File: config.mk
export PLATFORM = sky130hd
export DESIGN_NAME = reaction_round_ctrl_flat
export DESIGN_NICKNAME = d
export VERILOG_FILES = /design/src/rtl/reaction_round_ctrl_if.sv /design/src/rtl/reaction_round_ctrl.sv /design/src/flat_wrapper.sv
export SDC_FILE = /design/constraint.sdc
export NUM_CORES = 1
export LEC_CHECK = 0
export ABC_AREA = 1
export BUFFER_PORTS_ARGS = -buffer_cell sky130_fd_sc_hd__buf_2
export CAP_MARGIN = 20
export CORE_UTILIZATION = 44
export CTS_CLUSTER_DIAMETER = 200
export DETAILED_ROUTE_END_ITERATION = 12
export GPL_ROUTABILITY_DRIVEN = 0
export GPL_TIMING_DRIVEN = 1
export PLACE_DENSITY = 0.65
export RECOVER_POWER = 100
export SLEW_MARGIN = 10
export SYNTH_ARGS = -nofsm -noshare
export SYNTH_HDL_FRONTEND = slang
export SYNTH_SLANG_ARGS = --single-unit
File: constraint.sdc
create_clock -name clk_20Hz -period 8.5 [get_ports clk_20Hz]
set_clock_uncertainty 0.1 [all_clocks]
set_input_delay 0 -clock clk_20Hz [delete_from_list [all_inputs] [get_ports clk_20Hz]]
set_output_delay 0 -clock clk_20Hz [all_outputs]
set_load 0.03 [all_outputs]
File: src/rtl/reaction_round_ctrl_if.sv
// ---------------------------------------------------------------------------
// reaction_round_ctrl_if
// Player-facing bundle of the reaction-game round controller.
//   btn_up, btn_down, btn_sel : debounced button levels (into the controller)
//   rand_num                  : free-running random value (into the controller)
//   state                     : 0 IDLE, 1 TARGET, 2 COUNT, 3 SCORE, 4 SUMMARY
//   mode                      : selected difficulty
//   number                    : value to display
//   led                       : accuracy bar
//   round                     : current round index, from 0
//   total_score, best_score   : session sum of errors / best completed session
//   done                      : high while in SUMMARY
// The random input is called rand_num because "rand" is a SystemVerilog keyword.
// master = stimulus / board side, slave = the controller.
// ---------------------------------------------------------------------------
interface reaction_round_ctrl_if #(
    parameter int NUM_W     = 14,
    parameter int NUM_MODES = 3,
    parameter int LED_N     = 16,
    parameter int ROUNDS    = 3,
    parameter int SCORE_W   = 16
);
    localparam int MODE_W  = $clog2(NUM_MODES);
    localparam int ROUND_W = $clog2(ROUNDS + 1);

    logic               btn_up;
    logic               btn_down;
    logic               btn_sel;
    logic [NUM_W-1:0]   rand_num;
    logic [2:0]         state;
    logic [MODE_W-1:0]  mode;
    logic [NUM_W-1:0]   number;
    logic [LED_N-1:0]   led;
    logic [ROUND_W-1:0] round;
    logic [SCORE_W-1:0] total_score;
    logic [SCORE_W-1:0] best_score;
    logic               done;

    modport master (
        output btn_up, btn_down, btn_sel, rand_num,
        input  state, mode, number, led, round, total_score, best_score, done
    );

    modport slave (
        input  btn_up, btn_down, btn_sel, rand_num,
        output state, mode, number, led, round, total_score, best_score, done
    );
endinterface

File: src/rtl/reaction_round_ctrl.sv
// ---------------------------------------------------------------------------
// reaction_round_ctrl
// Multi-round controller for the reaction game, running on the 20 Hz tick.
// Difficulty menu, target latching from the random source, saturating count
// phase, per-round error-to-LED scoring, session total and best score.
// Ports:
//   clk_20Hz : clock, all state changes on its rising edge
//   rst      : asynchronous active-high reset
//   bus      : reaction_round_ctrl_if.slave (buttons, random value, outputs)
// All outputs come straight from flops.
// ---------------------------------------------------------------------------
module reaction_round_ctrl #(
    parameter int NUM_W        = 14,
    parameter int NUM_MODES    = 3,
    parameter int DEFAULT_MODE = 1,
    parameter int STEP0        = 10,
    parameter int LED_N        = 16,
    parameter int BUCKET       = 30,
    parameter int ROUNDS       = 3,
    parameter int SCORE_W      = 16
) (
    input  logic               clk_20Hz,
    input  logic               rst,
    reaction_round_ctrl_if.slave bus
);
    localparam int MODE_W  = $clog2(NUM_MODES);
    localparam int ROUND_W = $clog2(ROUNDS + 1);

    localparam logic [MODE_W-1:0]  MODE_MAX   = MODE_W'(NUM_MODES - 1);
    localparam logic [MODE_W-1:0]  MODE_RST   = MODE_W'(DEFAULT_MODE);
    localparam logic [ROUND_W-1:0] ROUND_LAST = ROUND_W'(ROUNDS - 1);
    localparam logic [NUM_W-1:0]   NUM_MAX    = '1;
    localparam logic [SCORE_W-1:0] SCORE_MAX  = '1;
    localparam logic [LED_N-1:0]   LED_ONES   = '1;

    typedef enum logic [2:0] {
        S_IDLE    = 3'd0,
        S_TARGET  = 3'd1,
        S_COUNT   = 3'd2,
        S_SCORE   = 3'd3,
        S_SUMMARY = 3'd4
    } state_t;

    state_t             state_q,  state_d;
    logic [MODE_W-1:0]  mode_q,   mode_d;
    logic [NUM_W-1:0]   number_q, number_d;
    logic [NUM_W-1:0]   target_q, target_d;
    logic [LED_N-1:0]   led_q,    led_d;
    logic [ROUND_W-1:0] round_q,  round_d;
    logic [SCORE_W-1:0] total_q,  total_d;
    logic [SCORE_W-1:0] best_q,   best_d;
    logic               done_q,   done_d;
    logic               btn_up_q, btn_down_q, btn_sel_q;

    logic               up_press, down_press, sel_press;
    logic [31:0]        step;
    logic [31:0]        count_sum;
    logic [NUM_W-1:0]   number_inc;
    logic [NUM_W-1:0]   err;
    logic [31:0]        off;
    logic [LED_N-1:0]   led_score;
    logic [31:0]        total_sum;
    logic [SCORE_W-1:0] total_sat;

    // Datapath helpers, all computed from current state.
    always_comb begin
        up_press   = bus.btn_up   & ~btn_up_q;
        down_press = bus.btn_down & ~btn_down_q;
        sel_press  = bus.btn_sel  & ~btn_sel_q;

        step       = 32'(STEP0) << mode_q;
        count_sum  = 32'(number_q) + step;
        number_inc = (count_sum > 32'(NUM_MAX)) ? NUM_MAX : count_sum[NUM_W-1:0];

        err        = (number_q >= target_q) ? (number_q - target_q) : (target_q - number_q);
        off        = 32'(err) / 32'(BUCKET);
        // Shifting ones left by off clears the low off LEDs, keeping the top lit.
        led_score  = (off >= 32'(LED_N)) ? '0 : (LED_ONES << off);

        total_sum  = 32'(total_q) + 32'(err);
        total_sat  = (total_sum > 32'(SCORE_MAX)) ? SCORE_MAX : total_sum[SCORE_W-1:0];
    end

    // Next-state logic. A sel press takes precedence over up/down everywhere.
    always_comb begin
        state_d  = state_q;
        mode_d   = mode_q;
        number_d = number_q;
        target_d = target_q;
        led_d    = led_q;
        round_d  = round_q;
        total_d  = total_q;
        best_d   = best_q;
        done_d   = done_q;

        case (state_q)
            S_IDLE: begin
                if (sel_press) begin
                    target_d = bus.rand_num;
                    number_d = bus.rand_num;
                    state_d  = S_TARGET;
                end else if (up_press && !down_press) begin
                    if (mode_q != MODE_MAX) mode_d = mode_q + MODE_W'(1);
                end else if (down_press && !up_press) begin
                    if (mode_q != '0) mode_d = mode_q - MODE_W'(1);
                end
            end
            S_TARGET: begin
                if (sel_press) begin
                    number_d = '0;
                    state_d  = S_COUNT;
                end
            end
            S_COUNT: begin
                // The stopping cycle does not count; score uses the held number.
                if (sel_press) begin
                    led_d   = led_score;
                    total_d = total_sat;
                    state_d = S_SCORE;
                end else begin
                    number_d = number_inc;
                end
            end
            S_SCORE: begin
                if (sel_press) begin
                    if (round_q < ROUND_LAST) begin
                        round_d  = round_q + ROUND_W'(1);
                        target_d = bus.rand_num;
                        number_d = bus.rand_num;
                        led_d    = '0;
                        state_d  = S_TARGET;
                    end else begin
                        done_d  = 1'b1;
                        state_d = S_SUMMARY;
                        if (total_q < best_q) best_d = total_q;
                    end
                end
            end
            S_SUMMARY: begin
                if (sel_press) begin
                    round_d  = '0;
                    total_d  = '0;
                    led_d    = '0;
                    number_d = '0;
                    done_d   = 1'b0;
                    state_d  = S_IDLE;
                end
            end
            default: state_d = S_IDLE;
        endcase
    end

    // Previous button samples reset high so a button held through reset
    // release is not seen as a press.
    always_ff @(posedge clk_20Hz or posedge rst) begin
        if (rst) begin
            state_q    <= S_IDLE;
            mode_q     <= MODE_RST;
            number_q   <= '0;
            target_q   <= '0;
            led_q      <= '0;
            round_q    <= '0;
            total_q    <= '0;
            best_q     <= SCORE_MAX;
            done_q     <= 1'b0;
            btn_up_q   <= 1'b1;
            btn_down_q <= 1'b1;
            btn_sel_q  <= 1'b1;
        end else begin
            state_q    <= state_d;
            mode_q     <= mode_d;
            number_q   <= number_d;
            target_q   <= target_d;
            led_q      <= led_d;
            round_q    <= round_d;
            total_q    <= total_d;
            best_q     <= best_d;
            done_q     <= done_d;
            btn_up_q   <= bus.btn_up;
            btn_down_q <= bus.btn_down;
            btn_sel_q  <= bus.btn_sel;
        end
    end

    assign bus.state       = state_q;
    assign bus.mode        = mode_q;
    assign bus.number      = number_q;
    assign bus.led         = led_q;
    assign bus.round       = round_q;
    assign bus.total_score = total_q;
    assign bus.best_score  = best_q;
    assign bus.done        = done_q;
endmodule

File: src/flat_wrapper.sv
// flat-port wrapper written by rule: the top's interface ports become plain ports
module reaction_round_ctrl_flat 
#(
    parameter int NUM_W        = 14,
    parameter int NUM_MODES    = 3,
    parameter int DEFAULT_MODE = 1,
    parameter int STEP0        = 10,
    parameter int LED_N        = 16,
    parameter int BUCKET       = 30,
    parameter int ROUNDS       = 3,
    parameter int SCORE_W      = 16
)
  (clk_20Hz, rst, bus_btn_up, bus_btn_down, bus_btn_sel, bus_rand_num, bus_state, bus_mode, bus_number, bus_led, bus_round, bus_total_score, bus_best_score, bus_done);
  reaction_round_ctrl_if #(.NUM_W(NUM_W), .NUM_MODES(NUM_MODES), .LED_N(LED_N), .ROUNDS(ROUNDS), .SCORE_W(SCORE_W)) bus_i ();
  input  logic clk_20Hz;
  input  logic rst;
  input wire logic [$bits(bus_i.btn_up)-1:0] bus_btn_up;
  input wire logic [$bits(bus_i.btn_down)-1:0] bus_btn_down;
  input wire logic [$bits(bus_i.btn_sel)-1:0] bus_btn_sel;
  input wire logic [$bits(bus_i.rand_num)-1:0] bus_rand_num;
  output wire logic [$bits(bus_i.state)-1:0] bus_state;
  output wire logic [$bits(bus_i.mode)-1:0] bus_mode;
  output wire logic [$bits(bus_i.number)-1:0] bus_number;
  output wire logic [$bits(bus_i.led)-1:0] bus_led;
  output wire logic [$bits(bus_i.round)-1:0] bus_round;
  output wire logic [$bits(bus_i.total_score)-1:0] bus_total_score;
  output wire logic [$bits(bus_i.best_score)-1:0] bus_best_score;
  output wire logic [$bits(bus_i.done)-1:0] bus_done;
  assign bus_i.btn_up = bus_btn_up;
  assign bus_i.btn_down = bus_btn_down;
  assign bus_i.btn_sel = bus_btn_sel;
  assign bus_i.rand_num = bus_rand_num;
  assign bus_state = bus_i.state;
  assign bus_mode = bus_i.mode;
  assign bus_number = bus_i.number;
  assign bus_led = bus_i.led;
  assign bus_round = bus_i.round;
  assign bus_total_score = bus_i.total_score;
  assign bus_best_score = bus_i.best_score;
  assign bus_done = bus_i.done;
  reaction_round_ctrl #(.NUM_W(NUM_W), .NUM_MODES(NUM_MODES), .DEFAULT_MODE(DEFAULT_MODE), .STEP0(STEP0), .LED_N(LED_N), .BUCKET(BUCKET), .ROUNDS(ROUNDS), .SCORE_W(SCORE_W)) u_core (.clk_20Hz(clk_20Hz), .rst(rst), .bus(bus_i));
endmodule
==> results.ini, run 1 <==
[global_route]
grt_start_max_net_pins=46
groute.usage.overall_pct=22.6
grt_pass1_vias=7325
overflow=0
grt_antenna_before_repair=0
grt_pass1_wl_um=33900

[synthesis]
async_flop_share_pct=100
synth_top_family_by_area=simple AND/OR/NAND/NOR gates
synth_compound_area_share_pct=14.5
yosys.area_share.adder_pct=11.1
synth_area_leaders=dfrtp_1, nand2_1, ha_1
synth_edf_count=0
synth_fp_nets=1263
syn_avg_cell_area_um2=6.86
synth_simple_gate_area_share_pct=33.6
yosysSeqAreaShare_pct=27.3
syn_area_mm2=0.00806
ys_ff_latch=87
synth_cell_type_count=50
synthXorXnorAreaFrac_pct=2.17
synth_mux_area_share_pct=0.248
yosysTopAreaCellShare_pct=20.8
synth_ff_type=dfrtp_1
yosysMostFrequentCell=nand2_1
ys_warn_count=0
yosys-top-cells-count=nand2_1, inv_1, a21oi_1
syn_inst=1175
yosysTopAreaCell=dfrtp_1

[timing]
finalWorstSetupSlack_ps=1010
period_needed_ps=7490
setup_violations=0
max_slew.worst_pin.slew_ps=2500
rsz0062_at_grt=false
slew_headroom_pct=-66.6
final_hold_viol_count=0
max_freq_ghz=0.133
setup_tns_ps=0
slew_viol_final=90
post-route-period-util_pct=88.2

[die]
rows=49
die_width_um=137
start_util_pct=44.8
dieArea_mm2=0.0189
core_area_mm2=0.0180
io_pins=89
die_h_um=137

[route]
ant_nets=0
vias=7724
first_iter_violations=470
dr.pass1.iters=7
routed_wl_um=20600
avgRoutedWirePerCell_um=13.6
routed_via_density=5.11
drc_errors=0

[run_status]
violations=capacitance limit, slew limit
run_status=finished, violations left

[hold_path]
worstHoldPathType=in2reg

[clock_network]
cts_tree=yes
worstSkewPairLatency_ps=350
clk_pin_slew_ps=70
clock_path_buffers=2
numCtsBuffers=9
cts_max_level=3
root_buffer=clkbuf_16
post-cts-setup-buffers=0
clock-sinks=87

[layout]
fin_nets=1367
fillers=1855
drive_above_1_share_pct=11.9
area_growth_pct=12.9
n_antenna_cell=0

[placement]
io_buffers=88
dp_hpwl_um=16000
dp_worst_setup_slack_ps=1270

[worst_setup_path]
startpoint_type=flip-flop
worst-path-max-fanout=17
cp.arrival_ps=7670
cp_common_cell=nand2_1
critical_path.top_delay_family=simple AND/OR/NAND/NOR gates
crit_slowest_cell=dfrtp_1
cp.required_ps=8670
slowest_delay_ps=470
critPathBufInv=6
worst_setup_path_end_kind=flip-flop
path_class=reg2reg

[flow_run]
cap_viol_max_count=2

==> sequential cells by signal (all words and copies together) (netlist names) <==
name	flops
u_core.bus.state	3
u_core.bus.mode	2
u_core.bus.round	2
u_core.btn_down_q	1
u_core.bus.best_score	16
u_core.bus.led	16
u_core.bus.done	1
u_core.btn_up_q	1
u_core.target_q	14
u_core.bus.number	14
u_core.btn_sel_q	1
u_core.bus.total_score	16
==> layer usage <==
metal | share of wire, % | GRT usage (%)
met2 | 48 | 38.6
met5 | 0 | 0
met3 | 3.6 | 3.68
met4 | 2.1 | 7.02
met1 | 47 | 29.0
==> logic make-up after synthesis <==
| kind of cell | after synthesis |
|---|---|
| AO/OA/AOI/OAI | 205 |
| XOR/XNOR | 20 |
| adder cells (fa/ha/maj) | 69 |
| buffers and inverters | 234 |
| flip-flops | 87 |
| multiplexers | 2 |
| AND/OR/NAND/NOR | 558 |
==> placed cells by master (no fill, tap or decap), drive strengths merged, types with 2 or more instances in the layout <==
master | netlist | layout
fa | 4 | 4
dfrtp | 67 | 67
nand3 | 77 | 77
nor2 | 81 | 81
or2 | 11 | 11
inv | 214 | 215
a21oi | 82 | 82
o21ai | 72 | 72
dlygate4sd3 | 0 | 18
nand2 | 345 | 345
buf | 6 | 17
dfstp | 20 | 20
o211ai | 5 | 5
xor2 | 19 | 19
o21bai | 6 | 6
mux2i | 2 | 2
nand4 | 30 | 30
nor3 | 9 | 9
a21o | 4 | 4
o22ai | 11 | 11
clkbuf | 13 | 89
o311ai | 2 | 2
and2 | 2 | 2
clkinv | 1 | 3
a31oi | 4 | 4
a22oi | 14 | 14
ha | 65 | 65
==> repair_timing <==
action,CTS,global route
endpoints found under the hold margin,56,0
resized for setup,0,0
hold buffers,18,0
==> per-stage QoR <==
step                area, um^2  util [%]  hold slack, ps  cells
finish                    9100      50.6             180   1513
global route              9100      50.6             186   1513
CTS                       9210      51.3             186   1511
detailed placement        8750      48.7            19.9   1477
global placement          8740      48.6            16.2   1476
floorplan                 8060         -           -95.5   1175
==> final cells by class <==
class                      instances  area, um^2  share of cell area, %
sequential                        87        2200                   24.2
inverter                         215         808                   8.88
timing repair buffer             112         563                   6.19
multi-input combinational        854        4950                   54.4
clock inverter                     4        28.8                  0.316
clock buffer                      12         256                   2.82
tap                              229         287                   3.15
==> worst paths after layout <==
| kind | from | end | slack [ps] | depth (start not counted) |
|---|---|---|---|---|
| setup reg to reg | u_core.bus.number[2] | u_core.bus.led[10] | 1010 | 57 |
| min in group asynchronous | rst | u_core.bus.round[1] | 610 | 3 |
| hold reg to reg | u_core.bus.led[15] | u_core.bus.led[15] | 380 | 2 |
| hold / removal | bus_btn_sel | u_core.btn_sel_q | 180 | 2 |
| setup / recovery | u_core.bus.number[2] | u_core.bus.led[10] | 1010 | 57 |
| max in group asynchronous | rst | u_core.bus.led[0] | 4630 | 4 |
Power of run 1 is left out: the tool's default activity adds up to more than one toggle a clock period on the data nets, which glitch-free logic cannot reach.
==> inputs of run 2 (changes only) <==
--- a/config.mk
+++ b/config.mk
@@ -9,11 +9,10 @@
 export BUFFER_PORTS_ARGS = -buffer_cell sky130_fd_sc_hd__buf_2
 export CAP_MARGIN = 20
 export CORE_UTILIZATION = 44
-export CTS_CLUSTER_DIAMETER = 200
+export CTS_CLUSTER_DIAMETER = 150
 export DETAILED_ROUTE_END_ITERATION = 12
 export GPL_ROUTABILITY_DRIVEN = 0
 export GPL_TIMING_DRIVEN = 1
-export PLACE_DENSITY = 0.65
 export RECOVER_POWER = 100
 export SLEW_MARGIN = 10
 export SYNTH_ARGS = -nofsm -noshare
==> results.ini, run 2 (synthesis results as in run 1) <==
[route]
ant_nets=0  ; unchanged
drc_errors=0  ; unchanged
dr.pass1.iters=7  ; unchanged
routed_wl_um=20300  ; -1.1%
avgRoutedWirePerCell_um=13.4  ; -1.3%
vias=7646  ; -1.0%
first_iter_violations=424  ; -9.8%
routed_via_density=5.05  ; -1.1%

[timing]
slew_headroom_pct=-60.1  ; +6.5 points
max_slew.worst_pin.slew_ps=2400  ; -97.3 ps
hold_slack_ps=188  ; +8.07 ps
rsz0062_at_grt=false
setup_violations=0  ; unchanged
post-route-period-util_pct=88.0  ; -0.16 points
slew_viol_final=90  ; unchanged
max_freq_ghz=0.134  ; +0.18%
setup_tns_ps=0  ; unchanged
period_needed_ps=7480  ; -13.8 ps
final_hold_viol_count=0  ; unchanged

[run_status]
run_status=finished, violations left
violations=capacitance limit, slew limit

[layout]
fin_util_pct=51.2  ; +0.53 points
fillers=1874  ; +1.0%
drive_above_1_share_pct=12.3  ; +0.37 points
final_cell_mix=nand2_1, inv_1, a21oi_1
final_cells=1515  ; +0.13%
final_common_cell=nand2_1
n_antenna_cell=0  ; unchanged
area_growth_pct=14.1
seq_area_mm2=0.00220  ; unchanged
multi_input_area_mm2=0.00497  ; +0.33%
fin_nets=1369  ; +0.15%

[global_route]
grt_start_max_net_pins=46  ; unchanged
grt.met2_usage_pct=37.6  ; -1.0 points
grt_antenna_before_repair=0  ; unchanged
groute.usage.overall_pct=22.6  ; about the same
overflow=0  ; unchanged
met3_usage_pct=3.68  ; unchanged
grt_pass1_vias=7095  ; -3.1%
grt_most_used_layer=met2
grt_pass1_wl_um=33700  ; -0.61%
met1_usage_pct=30.4  ; +1.4 points

[clock_network]
root_buffer=clkbuf_16
cts_max_level=3  ; unchanged
cts_tree=yes
clock-sinks=87  ; unchanged
ctsResizeCount=0  ; unchanged
clk_pin_slew_ps=70  ; about the same
numCtsBuffers=9  ; unchanged
worstSkewPairLatency_ps=360  ; about the same
clock_path_buffers=2  ; unchanged
post-cts-setup-buffers=0  ; unchanged
cts_hold_buf=18  ; unchanged

[die]
start_util_pct=44.8  ; unchanged
die_h_um=137  ; unchanged
rows=49  ; unchanged
io_pins=89  ; unchanged
die_width_um=137  ; unchanged
dieArea_mm2=0.0189  ; unchanged
core_area_mm2=0.0180  ; unchanged

[placement]
io_buffers=88  ; unchanged
dp_hpwl_um=16000  ; about the same
post-place-cells=1480  ; +0.20%

[worst_setup_path]
critPathBufInv=7  ; +1
critical_path.top_delay_family=simple AND/OR/NAND/NOR gates
crit_slowest_cell=dfrtp_1
worst_setup_path_end_kind=flip-flop
cp.arrival_ps=7670  ; about the same
slowest_delay_ps=460  ; about the same
worst-path-max-fanout=17  ; unchanged
cp_common_cell=nand2_1
cp.required_ps=8690  ; +20 ps
path_class=reg2reg
startpoint_type=flip-flop

[hold_path]
worstHoldPathType=in2reg

[flow_run]
cap_viol_max_count=2  ; unchanged

[run 2: worst paths after layout]
path                                      startpoint                  end  slack [ps]  depth (start not counted)
worst max-delay path            u_core.bus.number[7]    u_core.bus.led[8]        1020                         59
worst min-delay path                    bus_btn_down    u_core.btn_down_q         190                          2
worst max register to register  u_core.bus.number[7]    u_core.bus.led[8]        1020                         59
worst min register to register     u_core.bus.led[2]    u_core.bus.led[2]         380                          2
max in group asynchronous                        rst   u_core.bus.led[12]        4720                          4
min in group asynchronous                        rst  u_core.bus.round[1]         610                          3
[run 2: cell type report]
| type | instances | share of cell area (%) |
|---|---|---|
| sequential | 87 | 24.0 |
| tap | 229 | 3.12 |
| clock inverter | 5 | 0.912 |
| inverter | 215 | 8.79 |
| timing repair buffer | 114 | 6.30 |
| clock buffer | 11 | 2.87 |
| multi-input combinational | 854 | 54.0 |
[run 2: through the flow]
step                cell area, um^2  setup WS (ps)
detailed placement             8770           1170
finish                         9190           1020
CTS                            9300           1110
floorplan                      8060           2020
global route                   9190            155
global placement               8750           1320
[run 2: per-layer routing]
metal	routed length, um	vias up
met2	9420	112
met3	552	18
met5	0	-
met4	250	0
met1	10100	3520
li1	-	3996
Power of run 2 is left out for the same reason.
